## config.mk

```make
export PLATFORM = sky130hd
export DESIGN_NAME = scan_mux
export DESIGN_NICKNAME = d
export VERILOG_FILES = /design/src/rtl/scan_mux_pkg.sv /design/src/rtl/scan_mux_rr_pick.sv /design/src/rtl/scan_mux.sv
export SDC_FILE = /design/constraint.sdc
export NUM_CORES = 1
export LEC_CHECK = 0
export ABC_AREA = 1
export CAP_MARGIN = 20
export CORE_ASPECT_RATIO = 1.75
export CORE_MARGIN = 2
export CORE_UTILIZATION = 34
export DETAILED_ROUTE_END_ITERATION = 10
export PLACE_DENSITY = 0.69
export SLEW_MARGIN = 0
export SYNTH_ARGS = -nofsm -noshare
export SYNTH_HDL_FRONTEND = slang
export SYNTH_SLANG_ARGS = --single-unit
```

## constraint.sdc

```tcl
create_clock -name clk -period 2.2 [get_ports clk]
set_input_delay 0.55 -clock clk [delete_from_list [all_inputs] [get_ports clk]]
set_output_delay 0.55 -clock clk [all_outputs]
set_load 0.1 [all_outputs]
```

## src/rtl/scan_mux_pkg.sv

```systemverilog
// scan_mux_pkg: mode and state encodings plus the select-width helper shared by scan_mux and its bench
package scan_mux_pkg;
  localparam logic MODE_DIRECT = 1'b0;
  localparam logic MODE_SCAN = 1'b1;
  localparam logic [0:0] EMPTY = 1'b0;
  localparam logic [0:0] FULL = 1'b1;
  function automatic int sel_w(input int n);
    int w;
    w = 1;
    while ((1 << w) < n) w++;
    return w;
  endfunction
endpackage

```

## src/rtl/scan_mux_rr_pick.sv

```systemverilog
// rr_pick: combinational round-robin search, first set bit of en at or after ptr wrapping modulo CHANNELS (in: en, ptr; out: found, idx)
module rr_pick #(
  parameter int CHANNELS = 4,
  parameter int SEL_W = 2
) (
  input  logic [CHANNELS-1:0] en,
  input  logic [SEL_W-1:0]    ptr,
  output logic                found,
  output logic [SEL_W-1:0]    idx
);
  logic [SEL_W-1:0] c;
  always_comb begin
    found = 1'b0;
    idx = '0;
    c = '0;
    for (int k = CHANNELS - 1; k >= 0; k--) begin
      c = SEL_W'((int'(ptr) + k) % CHANNELS);
      if (en[c]) begin
        found = 1'b1;
        idx = c;
      end
    end
  end
endmodule

```

## src/rtl/scan_mux.sv

```systemverilog
// scan_mux: registered channel mux with direct/round-robin select and ready handshake (in: clk, rst, mode, sel, en, d, out_ready; out: o, o_valid, o_ch)
module scan_mux
  import scan_mux_pkg::*;
#(
  parameter int WIDTH = 4,
  parameter int CHANNELS = 4,
  localparam int SEL_W = sel_w(CHANNELS)
) (
  input  logic                      clk,
  input  logic                      rst,
  input  logic                      mode,
  input  logic [SEL_W-1:0]          sel,
  input  logic [CHANNELS-1:0]       en,
  input  logic [CHANNELS*WIDTH-1:0] d,
  input  logic                      out_ready,
  output logic [WIDTH-1:0]          o,
  output logic                      o_valid,
  output logic [SEL_W-1:0]          o_ch
);
  logic [0:0] state;
  logic [SEL_W-1:0] ptr, rr_idx, cand_idx, ptr_nxt;
  logic rr_found, sel_ok, cand, load;
  logic [WIDTH-1:0] cand_d;
  rr_pick #(.CHANNELS(CHANNELS), .SEL_W(SEL_W)) u_pick (
    .en(en),
    .ptr(ptr),
    .found(rr_found),
    .idx(rr_idx)
  );
  always_comb begin
    sel_ok = (int'(sel) < CHANNELS) ? en[sel] : 1'b0;
    cand = (mode == MODE_SCAN) ? rr_found : sel_ok;
    cand_idx = (mode == MODE_SCAN) ? rr_idx : sel;
    cand_d = d[int'(cand_idx)*WIDTH +: WIDTH];
    load = (state == EMPTY) | out_ready;
    ptr_nxt = (int'(cand_idx) == CHANNELS - 1) ? '0 : cand_idx + 1'b1;
  end
  always_ff @(posedge clk or posedge rst) begin
    if (rst) begin
      state <= EMPTY;
      o <= '0;
      o_ch <= '0;
      ptr <= '0;
    end else begin
      if (load) begin
        state <= cand ? FULL : EMPTY;
        if (cand) begin
          o <= cand_d;
          o_ch <= cand_idx;
        end
      end
      if (mode == MODE_DIRECT) ptr <= '0;
      else if (load && cand) ptr <= ptr_nxt;
    end
  end
  assign o_valid = (state == FULL);
endmodule

```

==> reports/metrics.sh, run 1 <==
CELL_ACCOUNTING_FOR_THE_MOST_SYNTHESIZED_AREA='dfrtp_1'
TIMING.FINAL.CRIT_SHARE=0.881
GRT_FIRST_PASS_WIRELENGTH_MICRONS=3910
H-TREE-DEPTH=1
WORST_IR_DROP_ON_VDD_uV=1090
TIMING.CRITICAL_PATH.SLOWEST_STAGE_CELL='dfrtp_2'
SYNTH-SEQ-CELLS=9
DIE_Y_MICRONS=70.0
SYNTH_ADDER_AREA_SHARE=0.0148
ANTENNA_VIOLATIONS_BEFORE_REPAIR=0
CP_DATA_ARRIVAL_TIME_NS=2.05
GRT_MAX_DEGREE=16
SYNTH_COMPOUND_GATE_AREA_SHARE=0.103
SYNTHESIZED_AREA_FRACTION_OCCUPIED_BY_XOR_AND_XNOR_CELLS=0.0103
ENDPOINT_KIND='flop'
FIRST_PASS_ITERS=4
SETUP_VIOLATIONS=0
STATUS='finished clean'
DP_SLACK_NS=-0.310
REPORT.FINAL.HOLD_VIOL_COUNT=0
CORE_SQ_UM=2430
FINAL_AREA_SQ_UM=1390
DIE_W_MICRONS=41.7
PLACED_CELL_AREA_SQ_UM=1270
CTS.PATH.MAX_BUFFERS=2
MIN-DELAY-PATH-CLASS='reg2reg'
P_SW_FRAC=0.561
PART_OF_THE_TOTAL_POWER_DISSIPATED_IN_THE_CLOCK_NETWORK=0.109
DETAILEDROUTE.FIRSTITERATIONVIOLATIONS=14
GRT_SETUP_UNREPAIRED='no'
CRITICAL-PATH-TOP-CELL-BY-COUNT='nand2_2'
MAX_FREQUENCY_MHz=516
FINAL_CELLS=213
DPL.CELL_COUNT=207
TIGHTEST_SLEW_NS=0.334
FLOORPLAN.DIE_AREA_SQ_UM=2920
POST_SYNTH_MAIN_AREA_CONTRIBUTORS='dfrtp_1 (27%), nand2_1 (20%), nand3_1 (15%)'
CRIT_TYPE='reg2reg'
SKEW_NS=0.00178
HOLDWS_NS=0.480
POST-ROUTE-UTIL=0.572
CTS_ROOT_BUF='clkbuf_8'
POST-SYNTH-TOP-AREA-FRACTION=0.266
SYNTH_TOP_FAMILY_BY_AREA='simple AND/OR/NAND/NOR gates'
CAP_VIOL_MAX_COUNT=0
MAPPEDNETLISTAREA_SQ_UM=847
PLACER_CONGESTION_ESTIMATE=0.987
YOSYS_WARNINGS=0
CLK-INSERTION-DELAY-LATE_NS=0.24
NETSWITCHINGPOWER_uW=1000
CRITPATHREQUIREDTIME_NS=2.31
MAX-SLEW-MARGIN-REL=0.777
WORSTSETUPSTARTPOINTTYPE='flop'
FINAL.MIN_CLOCK_PERIOD_NS=1.94
DPL.HPWL_MICRONS=1910
FINAL_NETS=215
SYNTH_MUX_AREA_FRAC=0
FINAL-MAX-SLEW-VIOLATION-COUNT=0
AREA_GROWTH_SYN_TO_LAYOUT_PCT=64.1
SLOWEST_DELAY_NS=0.52
POWER_PER_CELL_AREA_nW_PER_UM2=1280
HOLDCRITSTARTPOINT='o[3]'
STATIC-LEAKAGE-POWER_nW=0.772
IOS=33
ROW_COUNT=24
DETAIL_ROUTE.DRC_VIOLATIONS=0
FINAL_CELL_MIX='nand2_1 (42), nand3_1 (24), inv_1 (24)'
WORSTPATHCELLLIST='xnor2_1, nand2_2, nand3_4, nand2_2, nand2_2, nand3_4, nand2_4, inv_1, ha_1, nand3_1, o31ai_1'
P_SEQ_FRAC=0.174
CTS.REPORTEDPATHS.CLKPINSLEW_NS=0.04
ANTENNA_CELLS_INSERTED=0
CTS_INSERTED_BUFFERS=3
SYNTH_CELL_TYPES=23
FINAL.SETUP.WORST_SLACK_NS=0.263
NUMBER_OF_GLOBAL_ROUTE_VIAS_BEFORE_REPAIR=974
LAYOUT.CELLS.MOST_COMMON='nand2_1'
GRT_USE_TOTAL=0.175
SYNTHCELLS=137
YOSYS.AREA_SHARE.SIMPLE=0.449
POSTSYNTHNETCOUNT=164
PORT_BUFFERS=32
GRT.OVERFLOW.TOTAL=0
DRIVE_ABOVE_1_SHARE=0.267
INTERNAL_POWER_uW=783
DETAILROUTE.VIA_COUNT=1054
CLKSINKCOUNT=9
INITIAL_CORE_UTIL=0.348
WORST_SETUP_PATH_STARTPOINT='ptr[0]'
COMBPWRFRAC=0.717
YS_SEQ_AREA_FRAC=0.266
POST_SYNTH.CELL_AREA_AVG_SQ_UM=6.18
ANTENNA_LEFT=0
WIRELENGTH_MICRONS=2490
REGTOREGSTARTPOINT='ptr[0]'
ROUTE.DETAILED.WL_PER_INST_MICRONS=11.7
CTS_TREE='done'
DRT-VIAS-PER-INSTANCE=4.95
TIMING.CRITICAL_PATH.FANOUT_MAX=15
==> synthesized netlist by cell type <==
library cell / instances
nand2_4: 1
buf_6: 1
o211ai_2: 1
nand3_1: 26
nand2_2: 3
inv_1: 26
o211ai_1: 1
o31ai_1: 2
nand3_4: 1
ha_1: 1
buf_2: 1
or2_2: 1
nand3_2: 2
a21oi_1: 2
o21ai_2: 2
dfrtp_1: 9
o21ai_1: 2
nand2_1: 45
o21ai_0: 3
nor2_1: 2
xnor2_1: 1
inv_2: 3
buf_4: 1
==> cell families (layout without fill, tap and decap cells) <==
family / count (synthesis) / after routing
and+or+nand+nor: 81 / 81
buffers and inverters: 32 / 82
AOI/OAI and AO/OA: 13 / 13
DFF: 9 / 9
adders and majority gates: 1 / 1
xor gates and xnor gates: 1 / 1
==> per-layer routing <==
| metal | GRT usage | vias to the layer above | wire length [microns] |
|---|---|---|---|
| li1 | - | 528 | - |
| met1 | 0.146 | 478 | 821 |
| met2 | 0.347 | 39 | 1470 |
| met3 | 0.0413 | 9 | 114 |
| met4 | 0.0968 | 0 | 89 |
| met5 | 0 | - | 0 |
==> registers in the layout, summed over array words and instances, names as in the netlist <==
register,flops
o,4
o_ch,2
ptr,2
o_valid,1
==> power groups by stage <==
| stage | clock network, mW | logic, mW | registers [mW] |
|---|---|---|---|
| floorplan | 0 | 0.449 | 0.691 |
| global placement | 0 | 1.18 | 0.301 |
| detailed placement | 0 | 1.20 | 0.305 |
| CTS | 0.198 | 1.20 | 0.303 |
| global route | 0.208 | 1.37 | 0.319 |
| finish | 0.194 | 1.28 | 0.310 |
==> critical path: cells and delay by family (launching register included) <==
kind / cells / cell delay, ns
buf+inv: 1 / 0.04
xor+xnor: 1 / 0.33
flops: 1 / 0.52
simple gates: 7 / 0.61
compound gates: 1 / 0.06
fa+ha+maj: 1 / 0.26
==> area by class of cell <==
| cell class | instances | area [sq um] |
|---|---|---|
| Fill cell | 235 | 1040 |
| Multi-Input combinational cell | 96 | 533 |
| Timing Repair Buffer | 49 | 444 |
| Sequential cell | 9 | 226 |
| Inverter | 29 | 109 |
| Clock buffer | 4 | 45.0 |
| Tap cell | 26 | 32.5 |
==> path summary, 6_finish.rpt <==
check,end,slack (ns),depth (start not counted)
min reg2reg,o[3],0.48,2
min in group asynchronous,o_ch[0],0.58,2
max in group asynchronous,ptr[0],1.35,2
max,ptr[1],0.26,11
max reg2reg,ptr[1],0.26,11
min,o[3],0.48,2
==> repair_timing <==
action                                  in CTS  in global routing
resized for setup                            1                 18
setup buffers                                0                  2
hold endpoints to repair                     0                  0
hold buffers                                 0                  0
endpoints found under the setup margin       6                  6
pin swaps                                    0                  5
==> per-stage QoR <==
step / power [mW] / TNS (ns)
2_1_floorplan: 1.14 / 0
3_3_place_gp: 1.48 / -1.36
3_5_place_dp: 1.50 / -1.86
4_1_cts: 1.71 / 0
5_1_grt: 1.90 / 0
6_report: 1.78 / 0
Note: power is estimated with default switching activity, not from simulation.
==> run 2: changes to the inputs <==
CAP_MARGIN = 10   (was 20)
==> results of run 2 <==
No change in the layout: final DEF, timing and power equal those of run 1.
==> run 3: changes to the inputs <==
CAP_MARGIN = default   (was 10)
CORE_ASPECT_RATIO = default   (was 1.75)
CORE_UTILIZATION = 45   (was 34)
CTS_BUF_LIST = sky130_fd_sc_hd__clkbuf_8   (was default)
PLACE_DENSITY = 0.86   (was 0.69)
==> run 3 against run 2 <==
  * Sequential share of layout area up 0.85 points
  * Die area decreased by 23%
  * Critical path type is now in2reg
  * Critical endpoint unchanged
  * Power decreased by 4.6%
  * Via count fell by 6.1%
==> reports/metrics.sh, run 3 (same netlist as run 1, synthesis figures left out) <==
TOP_REGS='o: 4 flops, o_ch: 2 flops, ptr: 2 flops'
DIE_Y_MICRONS=47.4
POSTCTSHOLDBUFS=0
CRITPATHREQUIREDTIME_NS=2.32
INITIAL_CORE_UTIL=0.485
MAX-SLEW-MARGIN-REL=0.777
DIE_W_MICRONS=47.4
TIGHTEST_SLEW_NS=0.335
CTS_TREE='done'
PLACED_CELL_AREA_SQ_UM=1250
AREA_GROWTH_SYN_TO_LAYOUT_PCT=56.0
PLACER_CONGESTION_ESTIMATE=0.828
REGTOREGSETUPSLACK_NS=0.31
FIRST_PASS_ITERS=4
CP_DATA_ARRIVAL_TIME_NS=2.20
FINAL.MIN_CLOCK_PERIOD_NS=2.08
GRT_MAX_DEGREE=16
WORST_IR_DROP_ON_VDD_uV=1330
CRIT_TYPE='in2reg'
NETSWITCHINGPOWER_uW=950
FINALPOWER_mW=1.70
SKEW_NS=0.00582
ANTENNA_LEFT=0
CTS.REPORTEDPATHS.CLKPINSLEW_NS=0.05
CLK-INSERTION-DELAY-LATE_NS=0.24
DPL.HPWL_MICRONS=1890
FINALSETUPTNS_NS=0
CTS_ROOT_BUF='clkbuf_8'
GRT.OVERFLOW.TOTAL=0
GRT_FIRST_PASS_WIRELENGTH_MICRONS=3660
PART_OF_THE_TOTAL_POWER_DISSIPATED_IN_THE_CLOCK_NETWORK=0.114
DETAIL_ROUTE.DRC_VIOLATIONS=0
ANTENNA_CELLS_INSERTED=0
MIN-DELAY-PATH-CLASS='reg2reg'
LARGEST_REG_FLOPS=4
CAP_VIOL_MAX_COUNT=0
ENDPOINT_KIND='flop'
IOS=33
DRT-VIAS-PER-INSTANCE=4.76
ROUTE.DETAILED.WL_PER_INST_MICRONS=11.1
TIMING.CRITICAL_PATH.FANOUT_MAX=3
CORE_SQ_UM=1750
P_SW_FRAC=0.559
STATIC-LEAKAGE-POWER_nW=0.712
REPORT.FINAL.HOLD_VIOL_COUNT=0
DETAILROUTE.VIA_COUNT=990
NUMBER_OF_GLOBAL_ROUTE_VIAS_BEFORE_REPAIR=954
COMBPWRFRAC=0.705
FINAL_NETS=211
P_SEQ_FRAC=0.180
POWER_PER_CELL_AREA_nW_PER_UM2=1290
SETUP_VIOLATIONS=0
STATUS='finished clean'
CLKSINKCOUNT=9
DETAILEDROUTE.FIRSTITERATIONVIOLATIONS=12
CTS.PATH.MAX_BUFFERS=2
FINAL_AREA_SQ_UM=1320
ROW_COUNT=15
FINAL-MAX-SLEW-VIOLATION-COUNT=0
GRT_USE_TOTAL=0.233
TIMING.FINAL.CRIT_SHARE=0.944
WIRELENGTH_MICRONS=2300
WORSTSETUPSTARTPOINTTYPE='input port'
FINAL_CELL_MIX='nand2_1 (43), inv_1 (26), nand3_1 (26)'
DRIVE_ABOVE_1_SHARE=0.230
LAYOUT.CELLS.MOST_COMMON='nand2_1'
MAX_FREQUENCY_MHz=482
PORT_BUFFERS=32
INTERNAL_POWER_uW=750
ANTENNA_VIOLATIONS_BEFORE_REPAIR=0
CTS_INSERTED_BUFFERS=3
H-TREE-DEPTH=1
MAX_FLOP_REGISTER='o'
FLOORPLAN.DIE_AREA_SQ_UM=2250
-- run 3: power groups by stage --
| stage | clock (mW) | combinational (mW) | sequential [mW] |
|---|---|---|---|
| 2_1_floorplan | 0 | 0.449 | 0.691 |
| 3_3_place_gp | 0 | 1.14 | 0.299 |
| 3_5_place_dp | 0 | 1.16 | 0.303 |
| 4_1_cts | 0.196 | 1.17 | 0.302 |
| 5_1_grt | 0.204 | 1.28 | 0.318 |
| 6_report | 0.194 | 1.20 | 0.306 |
-- run 3: layout make-up --
type	instances	area [sq um]
multi-input combinational	96	505
clock buffer	3	41.3
tap	25	31.3
clock inverter	1	3.75
timing repair buffer	45	404
sequential	9	226
fill	142	424
inverter	29	109
-- run 3: per-stage QoR --
| stage | util | hold slack, ns | setup slack [ns] | instances |
|---|---|---|---|---|
| final | 0.757 | 0.487 | 0.124 | 208 |
| after global routing | 0.757 | 0.512 | -0.000812 | 208 |
| after CTS | 0.741 | 0.489 | 0.0311 | 207 |
| after floorplan | - | 0.378 | 0.265 | 137 |
| after detailed placement | 0.715 | 0.468 | -0.333 | 203 |
| after global placement | 0.715 | 0.468 | -0.202 | 203 |
-- run 3: repair_timing --
action | 4_1_cts | 5_1_grt
cloned | 0 | 0
setup buffers | 0 | 1
resized for setup | 1 | 8
setup endpoints to repair | 6 | 7
pin swaps | 0 | 3
-- run 3: worst paths after layout --
| check | start | endpoint | cells after the start |
|---|---|---|---|
| max in group asynchronous | rst | ptr[0] | 2 |
| max | en[3] | ptr[1] | 13 |
| max reg2reg | ptr[0] | ptr[1] | 12 |
| min in group asynchronous | rst | o_valid | 2 |
| min | o[0] | o[0] | 2 |
| min reg2reg | o[0] | o[0] | 2 |
-- run 3: critical path, stage by stage --
cell	delay, ns
clkdlybuf4s50_1	0.47
inv_1	0.07
o21ai_2	0.18
nand2_2	0.09
nand3_2	0.10
nand2_2	0.05
nand2_2	0.07
nand3_4	0.08
nand2_4	0.07
inv_1	0.04
ha_1	0.27
nand3_1	0.08
o31ai_1	0.06
-- run 3: routing by layer --
layer / up-vias / GRT usage / share of wire
li1: 520 / - / -
met1: 441 / 0.225 / 0.40
met2: 27 / 0.457 / 0.54
met3: 2 / 0.0692 / 0.048
met4: 0 / 0.0778 / 0.0091
met5: - / 0 / 0
